--- config.mk ---
export PLATFORM = sky130hd
export DESIGN_NAME = pipeline_hazard_ctrl_flat
export DESIGN_NICKNAME = d
export VERILOG_FILES = /design/src/rtl/pipeline_hazard_ctrl_pkg.sv /design/src/rtl/pipeline_hazard_ctrl_if.sv /design/src/rtl/pipeline_hazard_ctrl_load_use.sv /design/src/rtl/pipeline_hazard_ctrl.sv /design/src/flat_wrapper.sv
export SDC_FILE = /design/constraint.sdc
export NUM_CORES = 1
export LEC_CHECK = 0
export ABC_AREA = 1
export BUFFER_PORTS_ARGS = -buffer_cell sky130_fd_sc_hd__buf_4
export CAP_MARGIN = 20
export CELL_PAD_IN_SITES_DETAIL_PLACEMENT = 0
export CELL_PAD_IN_SITES_GLOBAL_PLACEMENT = 1
export CORE_ASPECT_RATIO = 0.9
export CORE_UTILIZATION = 39
export DETAILED_ROUTE_END_ITERATION = 6
export PLACE_DENSITY = 0.92
export SKIP_LAST_GASP = 1
export SLEW_MARGIN = 25
export SYNTH_ARGS = -nofsm -noshare
export SYNTH_HDL_FRONTEND = slang
export SYNTH_SLANG_ARGS = --single-unit
--- constraint.sdc ---
create_clock -name clk -period 3.6 [get_ports clk]
set_clock_uncertainty 0.2 [all_clocks]
set_input_delay 0.72 -clock clk [delete_from_list [all_inputs] [get_ports clk]]
set_output_delay 0.72 -clock clk [all_outputs]
set_load 0.05 [all_outputs]
--- src/rtl/pipeline_hazard_ctrl_pkg.sv ---
// pipe_ctrl_pkg: shared hazard FSM encodings, excluded registers and defaults
package pipe_ctrl_pkg;
  typedef enum logic [1:0] {
    HZ_RUN      = 2'd0,
    HZ_MUL_BUSY = 2'd1,
    HZ_MEM_WAIT = 2'd2
  } hz_state_t;
  localparam logic [3:0] REG_ZERO = 4'd0;
  localparam logic [3:0] REG_PC = 4'd15;
  localparam int MUL_CYCLES_DEF = 3;
  localparam int MEM_TIMEOUT_DEF = 64;
  localparam logic [1:0] FWD_NONE = 2'd0;
  localparam logic [1:0] FWD_EX_MEM = 2'd1;
  localparam logic [1:0] FWD_MEM_WB = 2'd2;
  // R0 and R15 are never forwarded, so they never create a load-use hazard
  function automatic logic hz_reg_ok(input logic [3:0] r);
    return (r != REG_ZERO) && (r != REG_PC);
  endfunction
endpackage

--- src/rtl/pipeline_hazard_ctrl_if.sv ---
// pipeline_hazard_ctrl_if: pipeline-side hazard inputs and stall/flush/status outputs
interface pipeline_hazard_ctrl_if #(parameter int CNT_W = 32);
  logic [3:0] id_rn;
  logic [3:0] id_rm;
  logic id_rn_used;
  logic id_rm_used;
  logic [3:0] ex_rd;
  logic ex_mem_read;
  logic ex_mul_start;
  logic ex_branch_taken;
  logic mem_busy;
  logic pc_stall;
  logic if_id_stall;
  logic if_id_flush;
  logic id_ex_stall;
  logic id_ex_flush;
  logic ex_mem_stall;
  logic ex_mem_flush;
  logic mem_wb_flush;
  logic [1:0] state;
  logic [CNT_W-1:0] stall_cnt;
  logic [CNT_W-1:0] flush_cnt;
  logic mem_timeout_err;
  modport master (
    output id_rn, id_rm, id_rn_used, id_rm_used, ex_rd, ex_mem_read, ex_mul_start,
           ex_branch_taken, mem_busy,
    input  pc_stall, if_id_stall, if_id_flush, id_ex_stall, id_ex_flush, ex_mem_stall,
           ex_mem_flush, mem_wb_flush, state, stall_cnt, flush_cnt, mem_timeout_err
  );
  modport slave (
    input  id_rn, id_rm, id_rn_used, id_rm_used, ex_rd, ex_mem_read, ex_mul_start,
           ex_branch_taken, mem_busy,
    output pc_stall, if_id_stall, if_id_flush, id_ex_stall, id_ex_flush, ex_mem_stall,
           ex_mem_flush, mem_wb_flush, state, stall_cnt, flush_cnt, mem_timeout_err
  );
endinterface

--- src/rtl/pipeline_hazard_ctrl_load_use.sv ---
// hazard_load_use_detect: flags an ID operand that depends on the load currently in EX
module hazard_load_use_detect
  import pipe_ctrl_pkg::*;
(
  input  logic [3:0] i_id_rn,
  input  logic [3:0] i_id_rm,
  input  logic       i_id_rn_used,
  input  logic       i_id_rm_used,
  input  logic [3:0] i_ex_rd,
  input  logic       i_ex_mem_read,
  output logic       o_load_use_hazard
);
  assign o_load_use_hazard = i_ex_mem_read && hz_reg_ok(i_ex_rd) &&
                             ((i_id_rn_used && i_id_rn == i_ex_rd) ||
                              (i_id_rm_used && i_id_rm == i_ex_rd));
endmodule

--- src/rtl/pipeline_hazard_ctrl.sv ---
// pipeline_hazard_ctrl: stall/flush sequencer for load-use, multiply, memory wait and branches
module pipeline_hazard_ctrl
  import pipe_ctrl_pkg::*;
#(
  parameter int MUL_CYCLES  = MUL_CYCLES_DEF,
  parameter int MEM_TIMEOUT = MEM_TIMEOUT_DEF,
  parameter int CNT_W       = 32
) (
  input logic clk,
  input logic rst_n,
  pipeline_hazard_ctrl_if.slave bus
);
  localparam int MUL_W = (MUL_CYCLES > 2) ? $clog2(MUL_CYCLES) : 1;
  localparam int TO_W = $clog2(MEM_TIMEOUT + 1);
  hz_state_t r_state;
  logic [MUL_W-1:0] r_mul_cnt;
  logic [TO_W-1:0] r_to_cnt;
  logic [CNT_W-1:0] r_stall_cnt;
  logic [CNT_W-1:0] r_flush_cnt;
  logic r_err;
  logic w_load_use;
  logic w_mem;
  logic w_mul;
  logic w_run;
  logic w_br;
  logic w_ldu;
  logic w_pc_stall;
  logic w_to_full;
  hazard_load_use_detect u_lu (
    .i_id_rn          (bus.id_rn),
    .i_id_rm          (bus.id_rm),
    .i_id_rn_used     (bus.id_rn_used),
    .i_id_rm_used     (bus.id_rm_used),
    .i_ex_rd          (bus.ex_rd),
    .i_ex_mem_read    (bus.ex_mem_read),
    .o_load_use_hazard(w_load_use)
  );
  // A pending multiply still owns EX on the cycle memory releases, so upstream keeps holding
  assign w_mem = rst_n && bus.mem_busy;
  assign w_mul = rst_n && !bus.mem_busy &&
                 (r_state == HZ_MUL_BUSY || (r_state == HZ_MEM_WAIT && r_mul_cnt != '0));
  assign w_run = rst_n && !bus.mem_busy && !w_mul;
  assign w_br = w_run && bus.ex_branch_taken;
  assign w_ldu = w_run && !bus.ex_branch_taken && w_load_use;
  assign w_pc_stall = w_mem || w_mul || w_ldu;
  assign w_to_full = r_to_cnt == TO_W'(MEM_TIMEOUT);
  assign bus.pc_stall = w_pc_stall;
  assign bus.if_id_stall = w_pc_stall;
  assign bus.if_id_flush = w_br;
  assign bus.id_ex_stall = w_mem || w_mul;
  assign bus.id_ex_flush = w_br || w_ldu;
  assign bus.ex_mem_stall = w_mem;
  assign bus.ex_mem_flush = w_mul;
  assign bus.mem_wb_flush = w_mem;
  assign bus.state = r_state;
  assign bus.stall_cnt = r_stall_cnt;
  assign bus.flush_cnt = r_flush_cnt;
  assign bus.mem_timeout_err = r_err;
  always_ff @(posedge clk or negedge rst_n) begin
    if (!rst_n) begin
      r_state <= HZ_RUN;
      r_mul_cnt <= '0;
      r_to_cnt <= '0;
      r_stall_cnt <= '0;
      r_flush_cnt <= '0;
      r_err <= 1'b0;
    end else begin
      r_stall_cnt <= r_stall_cnt + CNT_W'(w_pc_stall);
      r_flush_cnt <= r_flush_cnt + CNT_W'(w_br);
      if (bus.mem_busy) begin
        r_state <= HZ_MEM_WAIT;
        r_to_cnt <= w_to_full ? r_to_cnt : r_to_cnt + 1'b1;
        r_err <= r_err || w_to_full;
      end else begin
        r_to_cnt <= '0;
        if (r_state == HZ_MUL_BUSY) begin
          r_mul_cnt <= r_mul_cnt - 1'b1;
          r_state <= (r_mul_cnt == MUL_W'(1)) ? HZ_RUN : HZ_MUL_BUSY;
        end else if (w_mul) begin
          r_state <= HZ_MUL_BUSY;
        end else if (bus.ex_mul_start && MUL_CYCLES > 1) begin
          r_mul_cnt <= MUL_W'(MUL_CYCLES - 1);
          r_state <= HZ_MUL_BUSY;
        end else begin
          r_state <= HZ_RUN;
        end
      end
    end
  end
endmodule

--- src/flat_wrapper.sv ---
// flat-port wrapper written by rule: the top's interface ports become plain ports
module pipeline_hazard_ctrl_flat import pipe_ctrl_pkg::*;
#(
  parameter int MUL_CYCLES  = MUL_CYCLES_DEF,
  parameter int MEM_TIMEOUT = MEM_TIMEOUT_DEF,
  parameter int CNT_W       = 32
)
  (clk, rst_n, bus_id_rn, bus_id_rm, bus_id_rn_used, bus_id_rm_used, bus_ex_rd, bus_ex_mem_read, bus_ex_mul_start, bus_ex_branch_taken, bus_mem_busy, bus_pc_stall, bus_if_id_stall, bus_if_id_flush, bus_id_ex_stall, bus_id_ex_flush, bus_ex_mem_stall, bus_ex_mem_flush, bus_mem_wb_flush, bus_state, bus_stall_cnt, bus_flush_cnt, bus_mem_timeout_err);
  pipeline_hazard_ctrl_if #(.CNT_W(CNT_W)) bus_i ();
  input logic clk;
  input logic rst_n;
  input wire logic [$bits(bus_i.id_rn)-1:0] bus_id_rn;
  input wire logic [$bits(bus_i.id_rm)-1:0] bus_id_rm;
  input wire logic [$bits(bus_i.id_rn_used)-1:0] bus_id_rn_used;
  input wire logic [$bits(bus_i.id_rm_used)-1:0] bus_id_rm_used;
  input wire logic [$bits(bus_i.ex_rd)-1:0] bus_ex_rd;
  input wire logic [$bits(bus_i.ex_mem_read)-1:0] bus_ex_mem_read;
  input wire logic [$bits(bus_i.ex_mul_start)-1:0] bus_ex_mul_start;
  input wire logic [$bits(bus_i.ex_branch_taken)-1:0] bus_ex_branch_taken;
  input wire logic [$bits(bus_i.mem_busy)-1:0] bus_mem_busy;
  output wire logic [$bits(bus_i.pc_stall)-1:0] bus_pc_stall;
  output wire logic [$bits(bus_i.if_id_stall)-1:0] bus_if_id_stall;
  output wire logic [$bits(bus_i.if_id_flush)-1:0] bus_if_id_flush;
  output wire logic [$bits(bus_i.id_ex_stall)-1:0] bus_id_ex_stall;
  output wire logic [$bits(bus_i.id_ex_flush)-1:0] bus_id_ex_flush;
  output wire logic [$bits(bus_i.ex_mem_stall)-1:0] bus_ex_mem_stall;
  output wire logic [$bits(bus_i.ex_mem_flush)-1:0] bus_ex_mem_flush;
  output wire logic [$bits(bus_i.mem_wb_flush)-1:0] bus_mem_wb_flush;
  output wire logic [$bits(bus_i.state)-1:0] bus_state;
  output wire logic [$bits(bus_i.stall_cnt)-1:0] bus_stall_cnt;
  output wire logic [$bits(bus_i.flush_cnt)-1:0] bus_flush_cnt;
  output wire logic [$bits(bus_i.mem_timeout_err)-1:0] bus_mem_timeout_err;
  assign bus_i.id_rn = bus_id_rn;
  assign bus_i.id_rm = bus_id_rm;
  assign bus_i.id_rn_used = bus_id_rn_used;
  assign bus_i.id_rm_used = bus_id_rm_used;
  assign bus_i.ex_rd = bus_ex_rd;
  assign bus_i.ex_mem_read = bus_ex_mem_read;
  assign bus_i.ex_mul_start = bus_ex_mul_start;
  assign bus_i.ex_branch_taken = bus_ex_branch_taken;
  assign bus_i.mem_busy = bus_mem_busy;
  assign bus_pc_stall = bus_i.pc_stall;
  assign bus_if_id_stall = bus_i.if_id_stall;
  assign bus_if_id_flush = bus_i.if_id_flush;
  assign bus_id_ex_stall = bus_i.id_ex_stall;
  assign bus_id_ex_flush = bus_i.id_ex_flush;
  assign bus_ex_mem_stall = bus_i.ex_mem_stall;
  assign bus_ex_mem_flush = bus_i.ex_mem_flush;
  assign bus_mem_wb_flush = bus_i.mem_wb_flush;
  assign bus_state = bus_i.state;
  assign bus_stall_cnt = bus_i.stall_cnt;
  assign bus_flush_cnt = bus_i.flush_cnt;
  assign bus_mem_timeout_err = bus_i.mem_timeout_err;
  pipeline_hazard_ctrl #(.MUL_CYCLES(MUL_CYCLES), .MEM_TIMEOUT(MEM_TIMEOUT), .CNT_W(CNT_W)) u_core (.clk(clk), .rst_n(rst_n), .bus(bus_i));
endmodule
# Yosys cells after proc, flatten, opt, wreduce, memory -nomap -nowiden
# Cells that the tools add are included.
# word_totals
elab_cells,56
reg_bits,76
# op_classes
n_bitwise,1
reduce_logical,26
mux,10
add_sub_neg,4
eq_ne,9
# ops
operator,count
$add A32 B1 Y32,2
$mux W7,2
$logic_and A1 B1 Y1,13
$mux W2,6
$eq A4 B4 Y1,2
$add A7 B1 Y7 const B,1
$eq A7 B7 Y1 const B,1
$logic_or A1 B1 Y1,6
$eq A2 B1 Y1 const B,2
$ne A2 B2 Y1 const B,2
$ne A4 B4 Y1 const B,1
$reduce_bool A2 Y1,2
$reduce_bool A4 Y1,1
$logic_not A1 Y1,3
$reduce_and A3 Y1,1
$eq A2 B2 Y1 const B,1
$mux W1,2
$sub A2 B1 Y2 const B,1
$not A1 Y1,1

# Longest topological paths before layout
# depth
ltp_word,10
depth_mapped,18
ltp_nobuf,18

# Hierarchy
# Synthesis repeated with hierarchy kept, for this count alone.
# hier_totals
cells_unflattened,609
area_unflattened_um2,4425.5
# by_module_without_submodules
mod,seq_area_each_um2,cells_each,n_inst,area_each_um2
pipeline_hazard_ctrl,1901.8,572,1,4254.1
hazard_load_use_detect,0.0,37,1,171.4

# Worst setup path before layout
# No wires, ideal clock.
# synth_path
path_type,input -> register
start,input bus_mem_busy
end,register u_core.r_stall_cnt[30] (netlist: u_core.bus.stall_cnt[30])
path_buffers,1
required_time_ns,3.281
arrival_ns,3.178
slack_ns,0.102
path_stages,15
cell_sequence,clkbuf_1 nor2_1 nand2_1 inv_1 nor2_1 nand2_1 ha_1 ha_1 nand2_1 nor2_4 nand3_2 nor2_1 nand2_1 nand2_1 nand2_1
# synth_between
elab_chain_cells,9
# synth_lines
element,line_no,rtl
start: declaration,flat_wrapper.sv:20,input wire logic [$bits(bus_i.mem_busy)-1:0] bus_mem_busy;
$logic_not A1 Y1 (*),pipeline_hazard_ctrl.sv:40,assign w_mul = rst_n && !bus.mem_busy &&
$logic_and A1 B1 Y1 (*) (2 in a row),pipeline_hazard_ctrl.sv:40,
net bus_ex_mem_flush,flat_wrapper.sv:27,output wire logic [$bits(bus_i.ex_mem_flush)-1:0] bus_ex_mem_flush;
$logic_not A1 Y1,pipeline_hazard_ctrl.sv:42,assign w_run = rst_n && !bus.mem_busy && !w_mul;
$logic_and A1 B1 Y1,pipeline_hazard_ctrl.sv:42,
$logic_and A1 B1 Y1 (2 in a row),pipeline_hazard_ctrl.sv:44,assign w_ldu = w_run && !bus.ex_branch_taken && w_load_use;
$logic_or A1 B1 Y1 (*),pipeline_hazard_ctrl.sv:45,assign w_pc_stall = w_mem || w_mul || w_ldu;
net bus_if_id_stall,flat_wrapper.sv:22,output wire logic [$bits(bus_i.if_id_stall)-1:0] bus_if_id_stall;
$add A32 B1 Y32 (*),pipeline_hazard_ctrl.sv:68,r_stall_cnt <= r_stall_cnt + CNT_W'(w_pc_stall);
end signal: assignment,pipeline_hazard_ctrl.sv:68,
end: declaration,pipeline_hazard_ctrl.sv:18,logic [CNT_W-1:0] r_stall_cnt;
# The timed path passes the listed nets; every way through them passes the cells marked *.
# A chain may end at the register's enable or synchronous reset.

# Worst setup path after layout
# layout_path
start,register u_core.r_mul_cnt[0]
end,register u_core.r_stall_cnt[26] (netlist: u_core.bus.stall_cnt[26])
# layout_between
elab_chain_cells,10
# layout_lines
element,line_no,rtl
start: declaration,pipeline_hazard_ctrl.sv:16,logic [MUL_W-1:0] r_mul_cnt;
start signal: assignment,pipeline_hazard_ctrl.sv:77,r_mul_cnt <= r_mul_cnt - 1'b1;
start signal: assignment,pipeline_hazard_ctrl.sv:82,r_mul_cnt <= MUL_W'(MUL_CYCLES - 1);
$reduce_bool A2 Y1 (*),pipeline_hazard_ctrl.sv:41,(r_state == HZ_MUL_BUSY || (r_state == HZ_MEM_WAIT && r_mul_cnt != '0));
$logic_and A1 B1 Y1 (*),pipeline_hazard_ctrl.sv:41,
$logic_or A1 B1 Y1 (*),pipeline_hazard_ctrl.sv:41,
$logic_and A1 B1 Y1 (*),pipeline_hazard_ctrl.sv:40,
$logic_not A1 Y1,pipeline_hazard_ctrl.sv:42,
$logic_and A1 B1 Y1,pipeline_hazard_ctrl.sv:42,
$logic_and A1 B1 Y1 (2 in a row),pipeline_hazard_ctrl.sv:44,
$logic_or A1 B1 Y1 (*),pipeline_hazard_ctrl.sv:45,
$add A32 B1 Y32 (*),pipeline_hazard_ctrl.sv:68,
# Mark *: on every way between the ends. The rest lies on a longest branch, timed or not.

==> impl_metrics.env <==
export IMPL_path_clk_slew_ns=0.06
export IMPL_area_delta_synth_final_pct=27.5
export IMPL_async_reset_ff_share_pct=100
export IMPL_cp_end_kind="flip-flop"
export IMPL_grt_pass1_wl_um=17500
export IMPL_whs_ns=0.284
export IMPL_hold_viol=0
export IMPL_cts_tree="done"
export IMPL_dpl_hpwl_um=8080
export IMPL_required_ns=3.63
export IMPL_cts_sinks=76
export IMPL_layout_nets=693
export IMPL_setup_worst_path_start_class="flip-flop"
export IMPL_ys_warn_count=0
export IMPL_critPathTopFamily="simple AND/OR/NAND/NOR gates"
export IMPL_synth_cell_types=27
export IMPL_final_common_cell="nand2_1"
export IMPL_syn_nets=590
export IMPL_path_cells="inv_1, ha_1, nor3_1, inv_1, nand2_1, nand2_1, inv_1, nor2_1, nand2_1, ha_1, ha_1, nand2_1, nor2_4, nand2_4, nor2_1, nand2_1, nand2_1, nand2_1"
export IMPL_cts_setup_buffers=0
export IMPL_postCtsHoldBufs=0
export IMPL_grt_use_total_pct=19.7
export IMPL_cp_num_buf_inv=3
export IMPL_diodes=0
export IMPL_clk_latency_ns=0.34
export IMPL_start_util_pct=41.0
export IMPL_cap_violations=0
export IMPL_status="finished, violations left"
export IMPL_fmax_ghz=0.351
export IMPL_routed_wl_um=10400
export IMPL_io_buffers=94
export IMPL_drc_errors=6
export IMPL_layout_common_cells="nand2_1, buf_4, nor2_1, dfrtp_1, inv_1"
export IMPL_ys_flop_type="dfrtp_1"
export IMPL_final_cell_count_no_fill=798
export IMPL_dr_pass1_iters=6
export IMPL_die_height_um=101
export IMPL_viasPerCell=4.82
export IMPL_final_area_um2=5450
export IMPL_grt_pass1_vias=3790
export IMPL_yosys_register_bits=76
export IMPL_grt_antenna_before_repair=0
export IMPL_synth_area_per_cell_um2=7.60
export IMPL_slowest_stage="dfrtp_1"
export IMPL_grt_remaining_overflow=0
export IMPL_grt_max_degree=78
export IMPL_ir_worst_vdd_v=0.000243
export IMPL_cts_buffers=9
export IMPL_cts_buffer_depth=2
export IMPL_cp_max_fo=5
export IMPL_timing_setup_tns_ns=0
export IMPL_ant_nets=0
export IMPL_synth_top_area_share_pct=44.5
export IMPL_setup_viol=0
export IMPL_cts_root_buf="clkbuf_16"
export IMPL_gp_congestion=0.852
export IMPL_ys_seq_area_share_pct=44.5
export IMPL_slew_viol_final=0
export IMPL_dp_cells=783
export IMPL_drtIter0Drc=165
export IMPL_htreeDepth=3
export IMPL_post_cts_resized=0
export IMPL_syn_inst=562
export IMPL_p_leak_uw=0.00274
export IMPL_die_w_um=112
export IMPL_core_area_um2=10400
export IMPL_vias=3846
export IMPL_cpMostUsedCell="nand2_1"
export IMPL_io_pins=95
export IMPL_syn_area_um2=4270
export IMPL_synth_edf_count=0
export IMPL_yosys_top_cells_area="dfrtp_1, nand2_1, nor2_1"
export IMPL_power_density_nw_per_um2=451
export IMPL_dieArea_um2=11400
export IMPL_wl_per_cell_um=13.0
export IMPL_hp_class="reg2reg"
export IMPL_crit_type="reg2reg"
export IMPL_yosysTopAreaCell="dfrtp_1"
export IMPL_dpl_cell_area_um2=5130
export IMPL_timing_final_crit_share_pct=79.2
export IMPL_slew_headroom_pct=53.3
export IMPL_rows=35
export IMPL_tightest_slew_ns=0.701
export IMPL_violations="design-rule violations"
export IMPL_slowest_delay_ns=0.34
export IMPL_fin_crit_ns=2.85
export IMPL_rsz0062_at_grt="false"
export IMPL_cp_arrival_ns=2.88
export IMPL_drive_above_1_share_pct=19.6
## kinds of logic (layout without fill, tap and decap cells)
family,Yosys count,count (layout),share of synthesized area [%]
compound gates,12,12,1.52
xor+xnor,35,35,7.18
fa+ha+maj,8,8,2.34
buf+inv,52,159,4.75
flops,76,76,44.5
simple gates,379,379,39.7
## cells in the mapped netlist (2+ instances only)
| cell type | instances |
|---|---|
| o21ai_0 | 4 |
| xor2_1 | 21 |
| nor2_8 | 2 |
| nor2_1 | 93 |
| nor2_4 | 6 |
| nand2_1 | 209 |
| buf_4 | 2 |
| nand2_2 | 2 |
| inv_1 | 48 |
| nand3_1 | 23 |
| ha_1 | 8 |
| xnor2_1 | 14 |
| a21oi_1 | 6 |
| nand3b_1 | 21 |
| dfrtp_1 | 76 |
| nand4_1 | 6 |
| nor3_1 | 5 |
| nand3_2 | 2 |
| nor2_2 | 5 |
| nand2_4 | 2 |
## worst paths after layout
check	start	to	slack [ns]	cells after the start
max	u_core.r_mul_cnt[0]	u_core.bus.stall_cnt[26]	0.75	18
min	u_core.bus.mem_timeout_err	u_core.bus.mem_timeout_err	0.28	1
max reg2reg	u_core.r_mul_cnt[0]	u_core.bus.stall_cnt[26]	0.75	18
min reg2reg	u_core.bus.mem_timeout_err	u_core.bus.mem_timeout_err	0.28	1
max in group asynchronous	rst_n	u_core.bus.flush_cnt[22]	2.38	2
min in group asynchronous	rst_n	u_core.r_to_cnt[4]	0.34	2
## per-stage QoR
step	utilization, %	setup WS (ns)	total power, uW
finish	52.3	0.747	2450
global route	52.3	0.442	2550
CTS	52.2	0.746	2490
detailed placement	49.2	0.616	1510
global placement	49.2	0.736	1500
floorplan	-	0.102	1330
## state kept, by name, indices dropped and copies added, names as in the netlist
signal and flops:
u_core.r_to_cnt 7, u_core.bus.mem_timeout_err 1, u_core.bus.stall_cnt 32, u_core.bus.flush_cnt 32, u_core.r_mul_cnt 2, u_core.bus.state 2
## power by group
part	switching, uW	internal (uW)
combinational	347	145
sequential	80.3	919
clock	341	622
total	768	1690
## routing by layer
metal / GRT usage, % / share of wire [%] / wire length [um]
met5: 0 / 0 / 0
met3: 5.69 / 5.3 / 551
met1: 24.0 / 45 / 4720
met2: 33.6 / 47 / 4900
met4: 6.97 / 2.0 / 211
## worst reg2reg max path: stages, from the launching register on
cell and delay (ns):
dfrtp_1 0.34, inv_1 0.07, ha_1 0.20, nor3_1 0.23
inv_1 0.11, nand2_1 0.07, nand2_1 0.07, inv_1 0.08
nor2_1 0.05, nand2_1 0.10, ha_1 0.24, ha_1 0.22
nand2_1 0.10, nor2_4 0.17, nand2_4 0.11, nor2_1 0.22
nand2_1 0.09, nand2_1 0.06, nand2_1 0.05
## final cells by class
cell class	count	area [um^2]
fillers	1011	4980
clock buffers	11	243
well taps	129	161
inverters	49	184
multi-input cells	434	2170
clock inverters	4	73.8
flip-flops and latches	76	1900
repair buffers	95	717
(Power assumes the default switching activity.)
